[config.mk]
export PLATFORM = sky130hd
export DESIGN_NAME = dcache_mem_ctrl
export DESIGN_NICKNAME = d
export VERILOG_FILES = /design/src/rtl/dcache_mem_ctrl_pkg.sv /design/src/rtl/dcache_mem_ctrl_line_array.sv /design/src/rtl/dcache_mem_ctrl.sv
export SDC_FILE = /design/constraint.sdc
export NUM_CORES = 1
export LEC_CHECK = 0
export CAP_MARGIN = 20
export CORE_ASPECT_RATIO = 0.7
export CORE_UTILIZATION = 57
export CTS_BUF_LIST = sky130_fd_sc_hd__clkbuf_4
export DETAILED_ROUTE_END_ITERATION = 10
export PLACE_DENSITY = 0.8
export SLEW_MARGIN = 20
export SYNTH_ARGS = -nofsm -noshare
export SYNTH_HDL_FRONTEND = slang
export SYNTH_HIERARCHICAL = 1
export SYNTH_SLANG_ARGS = --single-unit
[constraint.sdc]
create_clock -name clk_i -period 10.7 [get_ports clk_i]
set_input_delay 3.21 -clock clk_i [delete_from_list [all_inputs] [get_ports clk_i]]
set_output_delay 3.21 -clock clk_i [all_outputs]
set_load 0.01 [all_outputs]
[src/rtl/dcache_mem_ctrl_pkg.sv]
// Shared types and constants for the direct-mapped write-through data cache.
//  - default geometry (lines, index width, counter width)
//  - controller state encoding and backing-memory request payload
//  - LW/SW opcode constants shared with the pipeline decode
package dcache_mem_ctrl_pkg;

  localparam int unsigned ADDR_W    = 32;
  localparam int unsigned DATA_W    = 32;
  localparam int unsigned DEF_LINES = 4;
  localparam int unsigned DEF_IDX_W = 2;
  localparam int unsigned DEF_CNT_W = 16;

  localparam logic [6:0] OPC_LW = 7'b0000011;
  localparam logic [6:0] OPC_SW = 7'b0100011;

  typedef enum logic [1:0] {
    ST_IDLE    = 2'd0,
    ST_RD_REQ  = 2'd1,
    ST_RD_WAIT = 2'd2,
    ST_WR_REQ  = 2'd3
  } state_e;

  // Payload presented to the backing memory; held stable until accepted.
  typedef struct packed {
    logic              we;
    logic [ADDR_W-1:0] addr;
    logic [DATA_W-1:0] wdata;
  } mem_req_t;

  function automatic logic [ADDR_W-1:0] word_align(input logic [ADDR_W-1:0] a);
    return {a[ADDR_W-1:2], 2'b00};
  endfunction

endpackage

[src/rtl/dcache_mem_ctrl_line_array.sv]
// Valid/tag/data storage for the direct-mapped cache.
//  clk_i, rst_ni      : clock, async active-low reset (clears valid bits only)
//  clear_all_i        : invalidate every line on the next edge (flush)
//  rd_idx_i           : combinational read port index
//  rd_valid_o/tag/data: contents of the indexed line
//  we_i, wr_*_i       : synchronous write of tag+data, sets the line valid
module dcache_mem_ctrl_line_array
  import dcache_mem_ctrl_pkg::*;
#(
  parameter int unsigned LINES = DEF_LINES,
  parameter int unsigned IDX_W = DEF_IDX_W,
  parameter int unsigned TAG_W = ADDR_W - DEF_IDX_W - 2
) (
  input  logic              clk_i,
  input  logic              rst_ni,
  input  logic              clear_all_i,
  input  logic [IDX_W-1:0]  rd_idx_i,
  output logic              rd_valid_o,
  output logic [TAG_W-1:0]  rd_tag_o,
  output logic [DATA_W-1:0] rd_data_o,
  input  logic              we_i,
  input  logic [IDX_W-1:0]  wr_idx_i,
  input  logic [TAG_W-1:0]  wr_tag_i,
  input  logic [DATA_W-1:0] wr_data_i
);

  logic [LINES-1:0]  valid_q;
  logic [TAG_W-1:0]  tag_q  [LINES];
  logic [DATA_W-1:0] data_q [LINES];

  // Valid bits: only state that needs reset; clear-all beats a write.
  always_ff @(posedge clk_i or negedge rst_ni) begin
    if (!rst_ni) begin
      valid_q <= '0;
    end else if (clear_all_i) begin
      valid_q <= '0;
    end else if (we_i) begin
      valid_q[wr_idx_i] <= 1'b1;
    end
  end

  // Tag/data payload, qualified by valid so no reset is needed.
  always_ff @(posedge clk_i) begin
    if (we_i) begin
      tag_q[wr_idx_i]  <= wr_tag_i;
      data_q[wr_idx_i] <= wr_data_i;
    end
  end

  assign rd_valid_o = valid_q[rd_idx_i];
  assign rd_tag_o   = tag_q[rd_idx_i];
  assign rd_data_o  = data_q[rd_idx_i];

endmodule

[src/rtl/dcache_mem_ctrl.sv]
// Direct-mapped, write-through, no-write-allocate data cache with a blocking
// miss handler between the MEM stage and the backing data memory.
//  clk_i, rst_ni            : clock, async active-low reset
//  req_*_i / req_ready_o    : MEM-stage access; req_ready_o low stalls the pipe
//  resp_valid_o/rdata_o     : one-cycle completion pulse (rdata 0 for stores)
//  flush_i                  : invalidate all lines (acted on only when idle)
//  mem_*                    : backing memory request/response channel
//  hit_cnt_o / miss_cnt_o   : saturating load hit/miss counters
module dcache_mem_ctrl
  import dcache_mem_ctrl_pkg::*;
#(
  parameter int unsigned LINES = DEF_LINES,
  parameter int unsigned IDX_W = DEF_IDX_W,
  parameter int unsigned CNT_W = DEF_CNT_W
) (
  input  logic              clk_i,
  input  logic              rst_ni,
  input  logic              req_valid_i,
  output logic              req_ready_o,
  input  logic              req_write_i,
  input  logic [ADDR_W-1:0] req_addr_i,
  input  logic [DATA_W-1:0] req_wdata_i,
  output logic              resp_valid_o,
  output logic [DATA_W-1:0] resp_rdata_o,
  input  logic              flush_i,
  output logic              mem_req_valid_o,
  input  logic              mem_req_ready_i,
  output logic              mem_we_o,
  output logic [ADDR_W-1:0] mem_addr_o,
  output logic [DATA_W-1:0] mem_wdata_o,
  input  logic              mem_rvalid_i,
  input  logic [DATA_W-1:0] mem_rdata_i,
  output logic [CNT_W-1:0]  hit_cnt_o,
  output logic [CNT_W-1:0]  miss_cnt_o
);

  localparam int unsigned TAG_W = ADDR_W - IDX_W - 2;

  state_e            state_q, state_d;
  mem_req_t          mreq_q, mreq_d;
  logic              mreq_valid_q, mreq_valid_d;
  logic              resp_valid_q, resp_valid_d;
  logic [DATA_W-1:0] resp_rdata_q, resp_rdata_d;
  logic [CNT_W-1:0]  hit_q, hit_d;
  logic [CNT_W-1:0]  miss_q, miss_d;

  logic              accept_c;
  logic              hit_c;
  logic              fill_c;
  logic [IDX_W-1:0]  req_idx_c, fill_idx_c;
  logic [TAG_W-1:0]  req_tag_c, fill_tag_c;
  logic              line_valid_c;
  logic [TAG_W-1:0]  line_tag_c;
  logic [DATA_W-1:0] line_data_c;
  logic              arr_we_c, arr_clear_c;
  logic [IDX_W-1:0]  arr_idx_c;
  logic [TAG_W-1:0]  arr_tag_c;
  logic [DATA_W-1:0] arr_data_c;
  logic              unused_addr_lsb;

  // Byte offset within the word carries no information for word accesses.
  assign unused_addr_lsb = ^req_addr_i[1:0];

  assign req_idx_c  = req_addr_i[IDX_W+1:2];
  assign req_tag_c  = req_addr_i[ADDR_W-1:IDX_W+2];
  assign fill_idx_c = mreq_q.addr[IDX_W+1:2];
  assign fill_tag_c = mreq_q.addr[ADDR_W-1:IDX_W+2];

  assign req_ready_o = (state_q == ST_IDLE) && !flush_i;
  assign accept_c    = req_valid_i && req_ready_o;
  assign hit_c       = line_valid_c && (line_tag_c == req_tag_c);
  // Flush is a level; outside IDLE it is simply not looked at.
  assign arr_clear_c = flush_i && (state_q == ST_IDLE);

  dcache_mem_ctrl_line_array #(
    .LINES (LINES),
    .IDX_W (IDX_W),
    .TAG_W (TAG_W)
  ) u_lines (
    .clk_i       (clk_i),
    .rst_ni      (rst_ni),
    .clear_all_i (arr_clear_c),
    .rd_idx_i    (req_idx_c),
    .rd_valid_o  (line_valid_c),
    .rd_tag_o    (line_tag_c),
    .rd_data_o   (line_data_c),
    .we_i        (arr_we_c),
    .wr_idx_i    (arr_idx_c),
    .wr_tag_i    (arr_tag_c),
    .wr_data_i   (arr_data_c)
  );

  // Next-state, memory request, response and counter logic.
  always_comb begin
    state_d      = state_q;
    mreq_d       = mreq_q;
    mreq_valid_d = mreq_valid_q;
    resp_valid_d = 1'b0;
    resp_rdata_d = '0;
    hit_d        = hit_q;
    miss_d       = miss_q;
    fill_c       = 1'b0;
    arr_we_c     = 1'b0;
    arr_idx_c    = req_idx_c;
    arr_tag_c    = req_tag_c;
    arr_data_c   = req_wdata_i;

    case (state_q)
      ST_IDLE: begin
        if (accept_c) begin
          if (req_write_i) begin
            // Write-through; a store hit refreshes the line, a miss leaves it.
            mreq_d       = '{we: 1'b1, addr: word_align(req_addr_i), wdata: req_wdata_i};
            mreq_valid_d = 1'b1;
            arr_we_c     = hit_c;
            state_d      = ST_WR_REQ;
          end else if (hit_c) begin
            resp_valid_d = 1'b1;
            resp_rdata_d = line_data_c;
            if (hit_q != '1) hit_d = hit_q + CNT_W'(1);
          end else begin
            mreq_d       = '{we: 1'b0, addr: word_align(req_addr_i), wdata: '0};
            mreq_valid_d = 1'b1;
            if (miss_q != '1) miss_d = miss_q + CNT_W'(1);
            state_d      = ST_RD_REQ;
          end
        end
      end
      ST_RD_REQ: begin
        if (mem_req_ready_i) begin
          mreq_valid_d = 1'b0;
          // Data returning with the handshake completes the fill immediately.
          if (mem_rvalid_i) fill_c = 1'b1;
          else              state_d = ST_RD_WAIT;
        end
      end
      ST_RD_WAIT: begin
        if (mem_rvalid_i) fill_c = 1'b1;
      end
      ST_WR_REQ: begin
        if (mem_req_ready_i) begin
          mreq_valid_d = 1'b0;
          resp_valid_d = 1'b1;
          state_d      = ST_IDLE;
        end
      end
      default: state_d = ST_IDLE;
    endcase

    if (fill_c) begin
      arr_we_c     = 1'b1;
      arr_idx_c    = fill_idx_c;
      arr_tag_c    = fill_tag_c;
      arr_data_c   = mem_rdata_i;
      resp_valid_d = 1'b1;
      resp_rdata_d = mem_rdata_i;
      state_d      = ST_IDLE;
    end
  end

  // State and registered outputs.
  always_ff @(posedge clk_i or negedge rst_ni) begin
    if (!rst_ni) begin
      state_q      <= ST_IDLE;
      mreq_q       <= '0;
      mreq_valid_q <= 1'b0;
      resp_valid_q <= 1'b0;
      resp_rdata_q <= '0;
      hit_q        <= '0;
      miss_q       <= '0;
    end else begin
      state_q      <= state_d;
      mreq_q       <= mreq_d;
      mreq_valid_q <= mreq_valid_d;
      resp_valid_q <= resp_valid_d;
      resp_rdata_q <= resp_rdata_d;
      hit_q        <= hit_d;
      miss_q       <= miss_d;
    end
  end

  assign resp_valid_o    = resp_valid_q;
  assign resp_rdata_o    = resp_rdata_q;
  assign mem_req_valid_o = mreq_valid_q;
  assign mem_we_o        = mreq_q.we;
  assign mem_addr_o      = mreq_q.addr;
  assign mem_wdata_o     = mreq_q.wdata;
  assign hit_cnt_o       = hit_q;
  assign miss_cnt_o      = miss_q;

endmodule

==> impl_metrics.env <==
export IMPL_status="completed"
export IMPL_port_buffers=230
export IMPL_final_period_utilization_pct=71.5
export IMPL_yosys_register_bits=375
export IMPL_routed_via_count=9573
export IMPL_syn_inst=983
export IMPL_wl_um=34700
export IMPL_pin_count=235
export IMPL_numCtsBuffers=89
export IMPL_start_kind="input pin"
export IMPL_cts_root_buf="clkbuf_4"
export IMPL_drv_slew=0
export IMPL_dr_first_iter_drc_count=720
export IMPL_drc=0
export IMPL_cts_tree="yes"
export IMPL_cts_hold_buf=0
export IMPL_clk_latency_ps=730
export IMPL_worstPathArrival_ps=4440
export IMPL_synth_edf_count=240
export IMPL_ys_warn_count=6
export IMPL_post_drt_wl_per_cell_um=20.4
export IMPL_gr_total_overflow=0
export IMPL_cts_setup_buffers=0
export IMPL_start_util_pct=57.9
export IMPL_die_area_um2=27800
export IMPL_vdd_drop_max_uv=162
export IMPL_async_flop_share_pct=36.0
export IMPL_path_buf_inv=2
export IMPL_hold_class="reg -> reg"
export IMPL_max_slew_margin_pct=33.4
export IMPL_cp_required_ps=7490
export IMPL_grt_pass1_vias=9892
export IMPL_setup_viol_count_final=0
export IMPL_htree_levels=3
export IMPL_r2r_slack_ps=6620
export IMPL_grt_pass1_wl_um=54200
export IMPL_core_area_um2=26700
export IMPL_synth_main_ff_cell="edfxtp_1"
export IMPL_rows=50
export IMPL_yosysTopAreaCell="edfxtp_1"
export IMPL_tightest_slew_ps=996
export IMPL_netlist_area_um2=15500
export IMPL_endpoint_kind="output pin"
export IMPL_gp_congestion=0.790
export IMPL_p_seq_share_pct=47.0
export IMPL_rsz0062_at_grt="no"
export IMPL_powerDensity_nw_per_um2=215
export IMPL_area_growth_pct=23.9
export IMPL_tns_ps=0
export IMPL_yosysMostFrequentCell="edfxtp_1"
export IMPL_ant_nets=0
export IMPL_finalNonFillerCells=1700
export IMPL_dp_cells=1534
export IMPL_swShare_pct=28.3
export IMPL_path_common_cell="clkdlybuf4s50_1"
export IMPL_drt_vias_per_instance=5.63
export IMPL_path_max_fanout=3
export IMPL_worst_path_max_delay_cell="clkdlybuf4s50_1"
export IMPL_cap_viol_max_count=0
export IMPL_dp_final_hpwl_um=20800
export IMPL_antenna_found_initial=1
export IMPL_cts_sinks=375
export IMPL_grt_usage_pct=25.8
export IMPL_first_pass_iters=4
export IMPL_synth_top_area_share_pct=46.6
export IMPL_path_clk_slew_ps=60
export IMPL_fmax_mhz=131
export IMPL_skew_ps=38.3
export IMPL_die_y_um=140
export IMPL_clockBufferDepth=3
export IMPL_power_internal_mw=2.95
export IMPL_crit_chain="clkdlybuf4s50_1 > and2b_2 > clkdlybuf4s50_1"
export IMPL_pwr_share_comb_pct=23.6
export IMPL_utilization_pct=71.8
export IMPL_grt_max_degree=80
export IMPL_max_stage_delay_ps=570
export IMPL_period_needed_ps=7650
export IMPL_pwr_share_clk_pct=29.5
export IMPL_post_cts_resize_count=0
export IMPL_leakage_nw=7.33
export IMPL_drive_gt1_share_pct=19.1
export IMPL_crit_family="buffers and inverters"
export IMPL_p_sw_mw=1.16
export IMPL_fin_nets=1371
export IMPL_final_hold_viol_count=0
export IMPL_netlist_top_cells_area="edfxtp_1 (47%), dfrtp_1 (22%), mux4_2 (8.7%)"
export IMPL_critPathKind="in -> out"
export IMPL_dieWidth_um=199
export IMPL_synth_distinct_cells=56
export IMPL_ys_top_cells_by_count="edfxtp_1 (240), nand2_1 (198), dfrtp_1 (135)"
export IMPL_syn_avg_cell_area_um2=15.7
export IMPL_yosysSeqAreaShare_pct=68.4
-- worst register-to-register path, cell delays in order, from the launching register on --
cell	delay, ps
edfxtp_1	370
mux4_1	510
xnor2_1	220
nand4_1	250
nor4_2	320
and4_1	470
nand2_1	100
nand2_1	200
nand3b_1	180
clkinv_2	620
buf_4	460
-- sequential cells by signal, indices dropped and copies added (netlist names) --
signal / flops
resp_valid_o: 1
u_lines/data_q: 128
hit_cnt_o: 16
state_q: 2
mem_wdata_o: 32
mem_req_valid_o: 1
u_lines/tag_q: 112
u_lines/valid_q: 4
miss_cnt_o: 16
mem_addr_o: 30
mem_we_o: 1
resp_rdata_o: 32
-- cells by family after synthesis --
group	count (synthesis)	synth area share, %
xor+xnor	52	2.94
simple gates	303	9.11
fa+ha+maj	6	0.485
buf+inv	63	2.92
other cells	1	0.0242
flops	375	68.4
mux	95	11.4
compound gates	88	4.75
-- layout by cell type (no fill, tap or decap), types with 3 or more instances in the layout --
| master | instances |
|---|---|
| mux4_2 | 60 |
| xor2_1 | 5 |
| nand2_1 | 198 |
| nand4b_1 | 3 |
| nand2b_1 | 7 |
| clkinv_1 | 15 |
| a21o_1 | 3 |
| and3_1 | 7 |
| mux2_1 | 19 |
| nor3_1 | 4 |
| mux2_2 | 15 |
| nand3_1 | 18 |
| clkinvlp_4 | 3 |
| clkdlybuf4s50_1 | 227 |
| edfxtp_1 | 240 |
| buf_4 | 10 |
| nand4_1 | 21 |
| and2_1 | 3 |
| inv_1 | 10 |
| a21oi_1 | 5 |
| ha_1 | 6 |
| clkbuf_4 | 141 |
| xnor2_1 | 47 |
| nor4_1 | 3 |
| dfrtp_1 | 135 |
| and4_1 | 6 |
| a22o_1 | 64 |
| a31oi_1 | 3 |
| nor2_1 | 12 |
-- routing by layer --
layer | part of all wire [%] | global-route usage, %
met1 | 43 | 37.4
met2 | 46 | 38.4
met3 | 9.1 | 7.42
met4 | 1.7 | 7.81
met5 | 0 | 0
-- power groups by stage --
stage | Sequential, mW | Clock, mW | Combinational, mW
5_1_grt | 1.95 | 1.32 | 1.05
6_report | 1.93 | 1.21 | 0.970
3_5_place_dp | 1.96 | 0 | 0.972
3_3_place_gp | 1.95 | 0 | 0.942
4_1_cts | 1.93 | 1.24 | 0.977
2_1_floorplan | 2.01 | 0 | 0.422
-- per-stage QoR --
stage | cell area [um^2] | hold WS, ps | power (mW) | setup slack [ps]
finish | 19200 | 484 | 4.12 | 3050
global route | 19200 | 510 | 4.32 | 3010
CTS | 19100 | 489 | 4.15 | 3060
detailed placement | 17900 | 466 | 2.93 | 2500
global placement | 17900 | 463 | 2.89 | 2590
floorplan | 15500 | 457 | 2.43 | 679
-- path summary, 6_finish.rpt --
kind                                      start                    to  depth (start not counted)
max                                     flush_i           req_ready_o                          3
min                                    mem_we_o              mem_we_o                          1
max reg2reg                u_lines/tag_q[2][16]  u_lines/tag_q[2][22]                         10
min reg2reg                            mem_we_o              mem_we_o                          1
max in group asynchronous                rst_ni      resp_rdata_o[21]                          2
min in group asynchronous                rst_ni        mem_addr_o[21]                          1
-- cell type report --
cell class	instances	area [um^2]
clock inverter	23	156
clock buffer	141	1060
antenna	1	2.50
inverter	11	42.5
fill	1724	7540
timing repair buffer	239	2380
sequential	375	10600
tap	364	455
multi-input combinational	546	4490
No activity file was read; power rests on OpenSTA's default activity.
